[src/rtl/irq_ctrl.sv]
// irq_ctrl: memory-mapped interrupt controller for the laRVa data bus.
// Latches NSRC sources as edge- or level-triggered pending bits, masks them
// with ENABLE, picks the lowest active index and drives a registered irq /
// ivector pair. Bus reads have one cycle of registered latency.
// Word map: 0 PEND, 1 ENABLE, 2 SET/src, 3 VECBASE, 4 MODE, 6 CLAIM,
// 5 and 7 read 0 and ignore writes.
module irq_ctrl #(
    parameter int          NSRC      = 8,
    parameter logic [29:0] VBASE_RST = 30'h0
) (
    input  logic            clk,
    input  logic            reset,
    input  logic            cs,
    input  logic [2:0]      addr,
    input  logic [31:0]     wdata,
    input  logic [3:0]      wstrb,
    output logic [31:0]     rdata,
    input  logic [NSRC-1:0] src,
    output logic            irq,
    output logic [29:0]     ivector
);

    localparam logic [2:0] A_PEND  = 3'd0;
    localparam logic [2:0] A_EN    = 3'd1;
    localparam logic [2:0] A_SET   = 3'd2;
    localparam logic [2:0] A_VBASE = 3'd3;
    localparam logic [2:0] A_MODE  = 3'd4;
    localparam logic [2:0] A_CLAIM = 3'd6;

    logic [NSRC-1:0] src_q;
    logic [NSRC-1:0] pend_q,  pend_d;
    logic [NSRC-1:0] slat_q,  slat_d;
    logic [NSRC-1:0] en_q,    en_d;
    logic [NSRC-1:0] mode_q,  mode_d;
    logic [29:0]     vbase_q, vbase_d;
    logic            irq_q,   irq_d;
    logic [29:0]     ivec_q,  ivec_d;
    logic [31:0]     rdata_q, rdata_d;

    logic            wr_en;
    logic [31:0]     bmask;
    logic [31:0]     wbits;
    logic [NSRC-1:0] w1c;
    logic [NSRC-1:0] setw;
    logic [NSRC-1:0] rise;
    logic [NSRC-1:0] active;
    logic [3:0]      sel;
    logic            any_act;
    logic [31:0]     claim;

    // Bus write decode: byte-lane mask, W1C and SET vectors, edge detect.
    always_comb begin
        wr_en = cs & (|wstrb);
        bmask = {{8{wstrb[3]}}, {8{wstrb[2]}}, {8{wstrb[1]}}, {8{wstrb[0]}}};
        wbits = wdata & bmask;
        w1c   = (wr_en && addr == A_PEND) ? wbits[NSRC-1:0] : '0;
        setw  = (wr_en && addr == A_SET)  ? wbits[NSRC-1:0] : '0;
        rise  = src & ~src_q;
    end

    // Pending update: sets are OR-ed in after the clear so a same-cycle set wins;
    // level bits follow the source, so they cannot be cleared while src is high.
    always_comb begin
        slat_d = (slat_q & ~w1c) | setw;
        pend_d = (mode_q & ((pend_q & ~w1c) | rise | setw))
               | (~mode_q & (src | slat_d));
    end

    // Control register writes, merged byte by byte.
    always_comb begin
        en_d    = en_q;
        mode_d  = mode_q;
        vbase_d = vbase_q;
        if (wr_en && addr == A_EN)
            en_d = (en_q & ~bmask[NSRC-1:0]) | wbits[NSRC-1:0];
        if (wr_en && addr == A_MODE)
            mode_d = (mode_q & ~bmask[NSRC-1:0]) | wbits[NSRC-1:0];
        if (wr_en && addr == A_VBASE)
            vbase_d = (vbase_q & ~bmask[31:2]) | wbits[31:2];
    end

    // Priority select: lowest active index wins; builds next irq/ivector and CLAIM.
    always_comb begin
        active  = pend_q & en_q;
        any_act = |active;
        sel     = 4'd0;
        for (int i = NSRC - 1; i >= 0; i--) begin
            if (active[i])
                sel = i[3:0];
        end
        irq_d  = any_act;
        ivec_d = any_act ? (vbase_q + {24'd0, sel, 2'b00}) : vbase_q;
        claim  = any_act ? {1'b1, 27'd0, sel} : 32'd0;
    end

    // Read mux: samples pre-write state; zero when not selected.
    always_comb begin
        rdata_d = 32'd0;
        if (cs) begin
            case (addr)
                A_PEND:  rdata_d = 32'(pend_q);
                A_EN:    rdata_d = 32'(en_q);
                A_SET:   rdata_d = 32'(src);
                A_VBASE: rdata_d = {vbase_q, 2'b00};
                A_MODE:  rdata_d = 32'(mode_q);
                A_CLAIM: rdata_d = claim;
                default: rdata_d = 32'd0;
            endcase
        end
    end

    // State registers, all cleared asynchronously.
    always_ff @(posedge clk or posedge reset) begin
        if (reset) begin
            src_q   <= '0;
            pend_q  <= '0;
            slat_q  <= '0;
            en_q    <= '0;
            mode_q  <= '0;
            vbase_q <= VBASE_RST;
            irq_q   <= 1'b0;
            ivec_q  <= VBASE_RST;
            rdata_q <= 32'd0;
        end else begin
            src_q   <= src;
            pend_q  <= pend_d;
            slat_q  <= slat_d;
            en_q    <= en_d;
            mode_q  <= mode_d;
            vbase_q <= vbase_d;
            irq_q   <= irq_d;
            ivec_q  <= ivec_d;
            rdata_q <= rdata_d;
        end
    end

    assign rdata   = rdata_q;
    assign irq     = irq_q;
    assign ivector = ivec_q;

endmodule

[config.mk]
export PLATFORM = sky130hd
export DESIGN_NAME = irq_ctrl
export DESIGN_NICKNAME = d
export VERILOG_FILES = /design/src/rtl/irq_ctrl.sv
export SDC_FILE = /design/constraint.sdc
export NUM_CORES = 1
export LEC_CHECK = 0
export CORE_ASPECT_RATIO = 1.25
export CORE_MARGIN = 3
export CORE_UTILIZATION = 35
export DETAILED_ROUTE_END_ITERATION = 6
export PLACE_DENSITY = 0.63
export SLEW_MARGIN = 5
export SYNTH_ARGS = -nofsm -noshare
export SYNTH_HDL_FRONTEND = slang
export SYNTH_SLANG_ARGS = --single-unit
[constraint.sdc]
create_clock -name clk -period 8.9 [get_ports clk]
set_clock_uncertainty 0.15 [all_clocks]
set_input_delay 1.78 -clock clk [delete_from_list [all_inputs] [get_ports clk]]
set_output_delay 1.78 -clock clk [all_outputs]
set_load 0.1 [all_outputs]
==> flow_summary.yaml, run 1 <==
hold_path:
  min_path_type: "flip-flop to flip-flop"
  whs_path_depth: 1
global_routing:
  grt_max_degree: 81
  grt_pass1_wl_um: 21400
  grt_pass1_vias: 4140
  grt-ovfl-total: 0
  antenna_found_initial: 0
  grt.total_usage_pct: 15.8
logic_synthesis:
  yosys-top-cells-area: "dfrtp_1 60%, mux2_2 8.5%, xnor2_1 3.6%, and2_1 3.0%, nand2_1 2.4%"
  netlist_area_um2: 5590
  synth_top_cell_by_area: "dfrtp_1"
  yosys_warnings: 0
  synthAdderAreaFrac_pct: 1.03
  seq_area_frac_synth_pct: 59.6
  synthCells: 441
  synth-async-reset-ratio_pct: 100
  ys_types: 45
  ys_seq_elements: 133
  synth_top_family_by_area: "simple AND/OR/NAND/NOR gates"
  syn-mean-instance-area_um2: 12.7
  yosys.area_share.xor_xnor_pct: 4.08
  synth-simple-area-share_pct: 13.3
  synthMuxAreaShare_pct: 12.3
  syn_nets: 495
  synth_edf_count: 0
  synth_common_cells: "133 x dfrtp_1, 42 x mux2_2, 35 x nand2_1, 27 x and2_1"
  synth_compound_area_share_pct: 8.20
  yosysTopAreaCellShare_pct: 59.6
  yosys.cell_count.top_type: "dfrtp_1"
  synth-main-ff-cell: "dfrtp_1"
placed_design:
  port_buffers: 112
  dp.cells: 753
  place.gp.congestion: 0.861
  hpwl_um: 9670
die:
  ios: 113
  rows: 51
  die_h_um: 147
  die_x_um: 119
  start_util_pct: 35.7
  dieArea_um2: 17500
  core_um2: 15600
clocking:
  postCtsHoldBufs: 0
  cts.reportedPaths.clkPinSlew_ns: 0.06
  h-tree-depth: 4
  cts_resized: 0
  numCtsBuffers: 17
  postCtsSetupBuffers: 0
  cts-root-buf: "clkbuf_16"
  worstSkewPairLatency_ns: 0.42
  clock_path_buffers: 2
  cts_tree: "built"
  clock_sinks: 133
setup_path:
  path_class: "input port to flip-flop"
  reg2reg_depth: 9
  endpoint_kind: "flip-flop"
  cp.required_ns: 9.04
  path_max_fanout: 27
  start_kind: "input port"
  crit_arrival_ns: 4.33
route:
  dr.pass1.iters: 5
  wl_met3_um: 826
  dr.max_layer_used: "met4"
  dr.first_iter.drc_count: 268
  drtAntennaViolNets: 0
  avgViaCountPerCell: 4.98
  drt-met1-wl_um: 5450
  route.met2.wl_um: 6600
  route.detailed.drc: 0
  drt-total-wl_um: 13300
  vias: 3911
  wire_per_inst_um: 16.9
final_layout:
  fin_util_pct: 48.0
  multiInputGateArea_um2: 2170
  n_antenna_cell: 0
  layout-drive-gt1-share_pct: 15.4
  area_delta_synth_final_pct: 34.5
  area.sequential_um2: 3330
  fillCellCount: 1389
  stdcell_count: 785
  fin_nets: 614
sta:
  fin_hold_ws_ns: 0.344
  hold_viol: 0
  slew_viol_final: 0
  rsz0062_at_grt: "false"
  fmax_ghz: 0.239
  max_slew_margin_pct: 29.5
  tightest_slew_ns: 1.05
  fin_crit_sh_pct: 47.0
  finalSetupTns_ns: 0
  finalWorstPathRequiredPeriod_ns: 4.19
  setup_viol: 0
power:
  p_leak_nw: 3.24
  p_total_mw: 2.20
  ir_worst_vdd_uv: 129
  power_per_cell_area_nw_per_um2: 292
job:
  cap_violations: 0
outcome:
  status: "complete, no violations"
-- metal layers --
layer | global-route usage (%) | vias up
li1 | - | 1812
met1 | 19.0 | 1898
met2 | 25.8 | 172
met3 | 4.47 | 29
met4 | 8.00 | 0
met5 | 0 | -
-- final timing paths --
path | from | endpoint | slack (ns)
max | addr[2] | flip-flop | 4.71
min | flip-flop | ivector[25]$_DFF_PP0_ | 0.34
max reg2reg | pend_q[5]$_DFF_PP0_ | ivector[27]$_DFF_PP0_ | 5.69
min reg2reg | flip-flop | ivector[25]$_DFF_PP0_ | 0.34
max in group asynchronous | reset | asynchronous set/reset pin | 5.52
min in group asynchronous | reset | rdata[17]$_DFF_PP0_ | 1.64
-- worst max-delay path, stage by stage --
cell and delay, ns:
clkdlybuf4s50_1 0.81, inv_2 0.36, nand2_2 0.20, nor2_4 0.54
nand2_2 0.25, mux2_1 0.37
-- power by group --
part / internal, mW / switching (mW)
clock network: 0.421 / 0.263
registers: 0.718 / 0.0992
logic: 0.217 / 0.477
total: 1.36 / 0.840
-- cell usage in the layout (no fill, tap or decap), types with 8 or more instances in the layout --
cell and instances:
a21oi_1 23, mux2_2 42, clkbuf_16 17, mux2i_1 11, clkdlybuf4s50_1 112, nand3_1 17
nor2b_1 8, and2_1 27, dfrtp_1 133, nand2_1 35, nor2_1 17, a22o_1 9
xnor2_1 23
-- through the flow --
stage	area, µm²	setup WS (ns)
final	7510	4.71
after global routing	7510	4.52
after CTS	7510	4.70
after detailed placement	6920	4.25
after global placement	6920	4.36
after floorplan	5590	3.42
-- area by class of cell --
class | instances | share of cell area, %
Sequential cell | 133 | 44.3
Multi-Input combinational cell | 288 | 28.9
Timing Repair Buffer | 114 | 15.1
Clock buffer | 18 | 5.85
Tap cell | 212 | 3.53
Clock inverter | 14 | 1.97
Inverter | 6 | 0.333
-- cell families after synthesis --
logic type | Yosys count
buffers and inverters | 20
AOI/OAI and AO/OA | 66
and+or+nand+nor | 131
DFF | 133
adders and majority gates | 4
xor gates and xnor gates | 26
muxes | 61
Note: power is estimated with default switching activity, not from simulation.
==> inputs of run 2 (changes only) <==
- clock period: 8.9 -> 4.4 ns (I/O delays scaled with it)
==> run 2 against run 1 <==
Net effect: power rose by 100%; die area did not move; global-route usage rose by 0.41 points; cell area rose by 0.88%; final cell count rose by 0.38%; sequential share of layout area fell by 0.39 points; critical path type is now flip-flop to flip-flop; combinational power rose by 100%; critical path depth rose by 3; flip-flop and latch count did not move; worst hold slack got worse by 0.040 ns; routed wire length rose by 2.1%.
==> flow_summary.yaml, run 2 (synthesized netlist as in run 1, its figures left out) <==
route:
  wire_per_inst_um: 17.2
  dr.first_iter.drc_count: 185
  drt-total-wl_um: 13500
  drtAntennaViolNets: 0
  vias: 3888
  avgViaCountPerCell: 4.93
  dr.pass1.iters: 4
  route.detailed.drc: 0
clocking:
  clock_sinks: 133
  clock_path_buffers: 2
  cts.reportedPaths.clkPinSlew_ns: 0.06
  cts_tree: "built"
  numCtsBuffers: 17
  cts-root-buf: "clkbuf_16"
  worstSkewPairLatency_ns: 0.42
  h-tree-depth: 4
  cts_resized: 0
  postCtsHoldBufs: 0
  postCtsSetupBuffers: 0
placed_design:
  port_buffers: 112
  hpwl_um: 9920
  place.gp.congestion: 0.875
power:
  p_total_mw: 4.50
  power_per_cell_area_nw_per_um2: 594
  ir_worst_vdd_uv: 437
  p_leak_nw: 3.26
setup_path:
  crit_arrival_ns: 3.26
  start_kind: "flip-flop"
  reg2reg_depth: 9
  cp.required_ns: 4.55
  r2r_setup_slack_ns: 1.29
  r2r-end: "ivector[29]$_DFF_PP0_"
  endpoint_kind: "flip-flop"
  r2r-start: "pend_q[5]$_DFF_PP0_"
  path_max_fanout: 9
  path_class: "flip-flop to flip-flop"
final_layout:
  layout_common_cells: "133 x dfrtp_1, 112 x clkdlybuf4s50_1, 42 x mux2_2"
  n_antenna_cell: 0
  fillCellCount: 1392
  final_common_cell: "dfrtp_1"
  layout-drive-gt1-share_pct: 15.1
  area_delta_synth_final_pct: 35.6
  fin_nets: 617
sta:
  rsz0062_at_grt: "false"
  hold_viol: 0
  setup_viol: 0
  max_slew_margin_pct: 31.6
  finalWorstPathRequiredPeriod_ns: 3.11
  tightest_slew_ns: 1.02
  fmax_ghz: 0.321
  fin_crit_sh_pct: 70.7
  finalSetupTns_ns: 0
  slew_viol_final: 0
die:
  ios: 113
  dieArea_um2: 17500
  core_um2: 15600
  rows: 51
  die_h_um: 147
  start_util_pct: 35.7
  die_x_um: 119
global_routing:
  grt_pass1_vias: 4107
  grt-ovfl-total: 0
  grt_max_degree: 47
  grt_pass1_wl_um: 22100
  grt.total_usage_pct: 16.2
  antenna_found_initial: 0
outcome:
  status: "complete, no violations"
job:
  cap_violations: 0
hold_path:
  min_path_type: "flip-flop to flip-flop"
  min_to: "ivector[0]$_DFF_PP0_"
  whs_path_depth: 0
## run 2: per-layer routing
layer  wire length (µm)  vias to the layer above  track usage (%)
met1               5710                     1904             19.5
met4                251                        0             5.80
met2               6750                      151             27.0
met3                839                       16             5.35
li1                   -                     1817                -
met5                  0                        -                0
## run 2: how the worst max path moves through the flow
stage,slack (ns),endpoint,cells past startpoint,startpoint
5_1_grt,1.06,ivector[15]$_DFF_PP0_,9,pend_q[5]$_DFF_PP0_
3_3_place_gp,1.03,flip-flop,5,addr[0]
3_5_place_dp,0.91,flip-flop,5,addr[0]
2_1_floorplan,1.72,asynchronous set/reset pin,1,reset
6_report,1.29,ivector[29]$_DFF_PP0_,9,pend_q[5]$_DFF_PP0_
4_1_cts,1.20,ivector[29]$_DFF_PP0_,9,pend_q[5]$_DFF_PP0_
## run 2: report_power, final
part	leakage (nW)	internal [mW]	total, mW	switching [mW]
Clock	0.286	0.934	1.44	0.505
Combinational	1.31	0.442	1.41	0.969
Sequential	1.66	1.45	1.65	0.195
Total	3.26	2.83	4.50	1.67
## run 2: metrics by stage
step	setup slack, ns	instance area [µm²]	hold WS [ns]	utilization, %	instances
final	1.29	7580	0.305	48.5	788
after global placement	1.03	6970	0.309	44.6	756
after global routing	1.06	7580	0.337	48.5	788
after detailed placement	0.908	6970	0.291	44.6	756
after CTS	1.20	7580	0.308	48.5	788
after floorplan	1.72	5590	0.214	-	441
## run 2: area by class of cell
| cell class | count | area (µm²) | share of cell area [%] |
|---|---|---|---|
| clock inverters | 8 | 123 | 1.62 |
| multi-input cells | 288 | 2170 | 28.6 |
| well taps | 212 | 265 | 3.50 |
| repair buffers | 117 | 1180 | 15.6 |
| clock buffers | 24 | 482 | 6.36 |
| flip-flops and latches | 133 | 3330 | 43.9 |
| inverters | 6 | 26.3 | 0.347 |
## run 2: worst max-delay path, stage by stage, from the launching register on
cell and delay (ns):
dfrtp_1 0.42, a22oi_1 0.33, a221oi_1 0.14, a221oi_1 0.53, ha_1 0.26, a21o_1 0.08
a21oi_1 0.12, nor4b_4 0.61, nand4_1 0.20, xnor2_1 0.16
==> inputs of run 3 (changes only) <==
- PLACE_DENSITY: 0.63 -> 0.65
- clock period: 4.4 -> 2.5 ns (I/O delays scaled with it)
==> run 3 against run 2 <==
Net effect: global-route usage fell by 0.20 points; power rose by 85%; non-clock buffer count rose by 48; critical path depth rose by 2; final cell count rose by 6.1%; utilization rose by 2.4 points; cell area rose by 4.9%; flip-flop and latch count did not move; die area did not move; critical path type unchanged; largest power group unchanged; highest routed layer unchanged.
==> flow_summary.yaml, run 3 (synthesized netlist as in run 1, its figures left out) <==
sta:
  finalWorstPathRequiredPeriod_ns: 2.41
  fin_crit_sh_pct: 96.4
  max_slew_margin_pct: 71.4
  slew_viol_final: 0
  rsz0062_at_grt: "true"
  hold_viol: 0
  fmax_ghz: 0.415
  fin_hold_ws_ns: 0.277
  finalSetupTns_ns: 0
  tightest_slew_ns: 0.428
  setup_viol: 0
job:
  cap_violations: 0
setup_path:
  path_class: "flip-flop to flip-flop"
  path_max_fanout: 9
  crit_arrival_ns: 2.59
  reg2reg_depth: 11
  cp.required_ns: 2.68
  endpoint_kind: "flip-flop"
  r2r_setup_slack_ns: 0.09
  start_kind: "flip-flop"
route:
  dr.first_iter.drc_count: 272
  route.detailed.drc: 0
  wire_per_inst_um: 16.3
  avgViaCountPerCell: 4.84
  vias: 4044
  drt-total-wl_um: 13600
  drtAntennaViolNets: 0
  dr.pass1.iters: 5
final_layout:
  final_common_cell: "dfrtp_1"
  n_antenna_cell: 0
  fin_nets: 665
  area_delta_synth_final_pct: 42.2
  stdcell_count: 836
  layout-drive-gt1-share_pct: 34.3
  fin_area_um2: 7950
  fin_util_pct: 50.8
  area.sequential_um2: 3330
  fillCellCount: 1339
  multiInputGateArea_um2: 2220
  layout_common_cells: "133 x dfrtp_1, 108 x buf_4, 49 x clkdlybuf4s50_1"
global_routing:
  antenna_found_initial: 0
  grt_pass1_vias: 4230
  grt_max_degree: 55
  grt.total_usage_pct: 16.0
  grt_pass1_wl_um: 22000
  grt-ovfl-total: 0
clocking:
  cts-root-buf: "clkbuf_16"
  numCtsBuffers: 17
  postCtsHoldBufs: 0
  h-tree-depth: 4
  clock_path_buffers: 2
  clock_sinks: 133
  cts.reportedPaths.clkPinSlew_ns: 0.06
  worstSkewPairLatency_ns: 0.41
  cts_tree: "built"
die:
  dieArea_um2: 17500
  ios: 113
  rows: 51
  die_h_um: 147
  start_util_pct: 35.7
  core_um2: 15600
  die_x_um: 119
outcome:
  status: "complete, no violations"
power:
  p_leak_nw: 3.64
  power_per_cell_area_nw_per_um2: 1050
  ir_worst_vdd_uv: 592
placed_design:
  port_buffers: 112
  hpwl_um: 9990
  postPlaceCellArea_um2: 7210
  dp.cells: 799
  place.gp.congestion: 0.862
hold_path:
  min_path_type: "flip-flop to flip-flop"
  whs_path_depth: 0
==> run 3: cell types whose count changed in the layout (fill, tap and decap cells not counted), sizes merged <==
cell           before  now
bufinv              3    4
buf                 5  116
clkdlybuf4s50     112   49
clkinvlp            4    1
clkinv              2    3
clkbuf             24   18
inv                 5   12
==> run 3: per-stage QoR <==
step | total power [mW] | setup WS [ns]
2_1_floorplan | 4.73 | 0.0304
3_3_place_gp | 5.52 | -0.210
3_5_place_dp | 5.56 | -0.257
4_1_cts | 8.35 | 0.0372
5_1_grt | 8.67 | -0.0586
6_report | 8.32 | 0.0888
==> run 3: final timing paths <==
path	to	startpoint
max in group asynchronous	asynchronous set/reset pin	reset
min in group asynchronous	rdata[29]$_DFF_PP0_	reset
max	ivector[28]$_DFF_PP0_	pend_q[3]$_DFF_PP0_
min reg2reg	ivector[1]$_DFF_PP0_	flip-flop
max reg2reg	ivector[28]$_DFF_PP0_	pend_q[3]$_DFF_PP0_
min	ivector[1]$_DFF_PP0_	flip-flop
==> run 3: report_power, final <==
group          internal [mW]  switching, mW
combinational          0.929           1.80
clock                   1.73          0.986
sequential              2.56          0.322
total                   5.22           3.11
==> run 3: worst max-delay path, stage by stage (launching register included) <==
cell and delay (ns):
dfrtp_1 0.40, and2_1 0.20, a32oi_1 0.21, o21ai_2 0.10, ha_2 0.19, fa_2 0.37, a21oi_2 0.13, nor2b_1 0.06
and3_4 0.17, buf_12 0.13, nand3_1 0.10, xnor2_1 0.12
==> run 3: area by class of cell <==
type / instances / area share [%]
sequential: 133 / 41.9
timing repair buffer: 165 / 18.3
multi-input combinational: 288 / 28.0
tap: 212 / 3.34
inverter: 6 / 0.331
clock inverter: 14 / 2.68
clock buffer: 18 / 5.53
==> run 3: timing repair <==
item                                    4_1_cts  5_1_grt
hold endpoints to repair                      0        0
setup buffers                                 1        4
endpoints found under the setup margin       23       23
gates resized for setup                       6        7
pin swaps                                     1        5
==> run 3: routing by layer <==
| metal | global-route usage (%) | vias to the layer above | wire length [µm] |
|---|---|---|---|
| li1 | - | 1915 | - |
| met1 | 19.6 | 1993 | 5840 |
| met2 | 27.2 | 120 | 6880 |
| met3 | 4.04 | 16 | 657 |
| met4 | 6.03 | 0 | 230 |
| met5 | 0 | - | 0 |
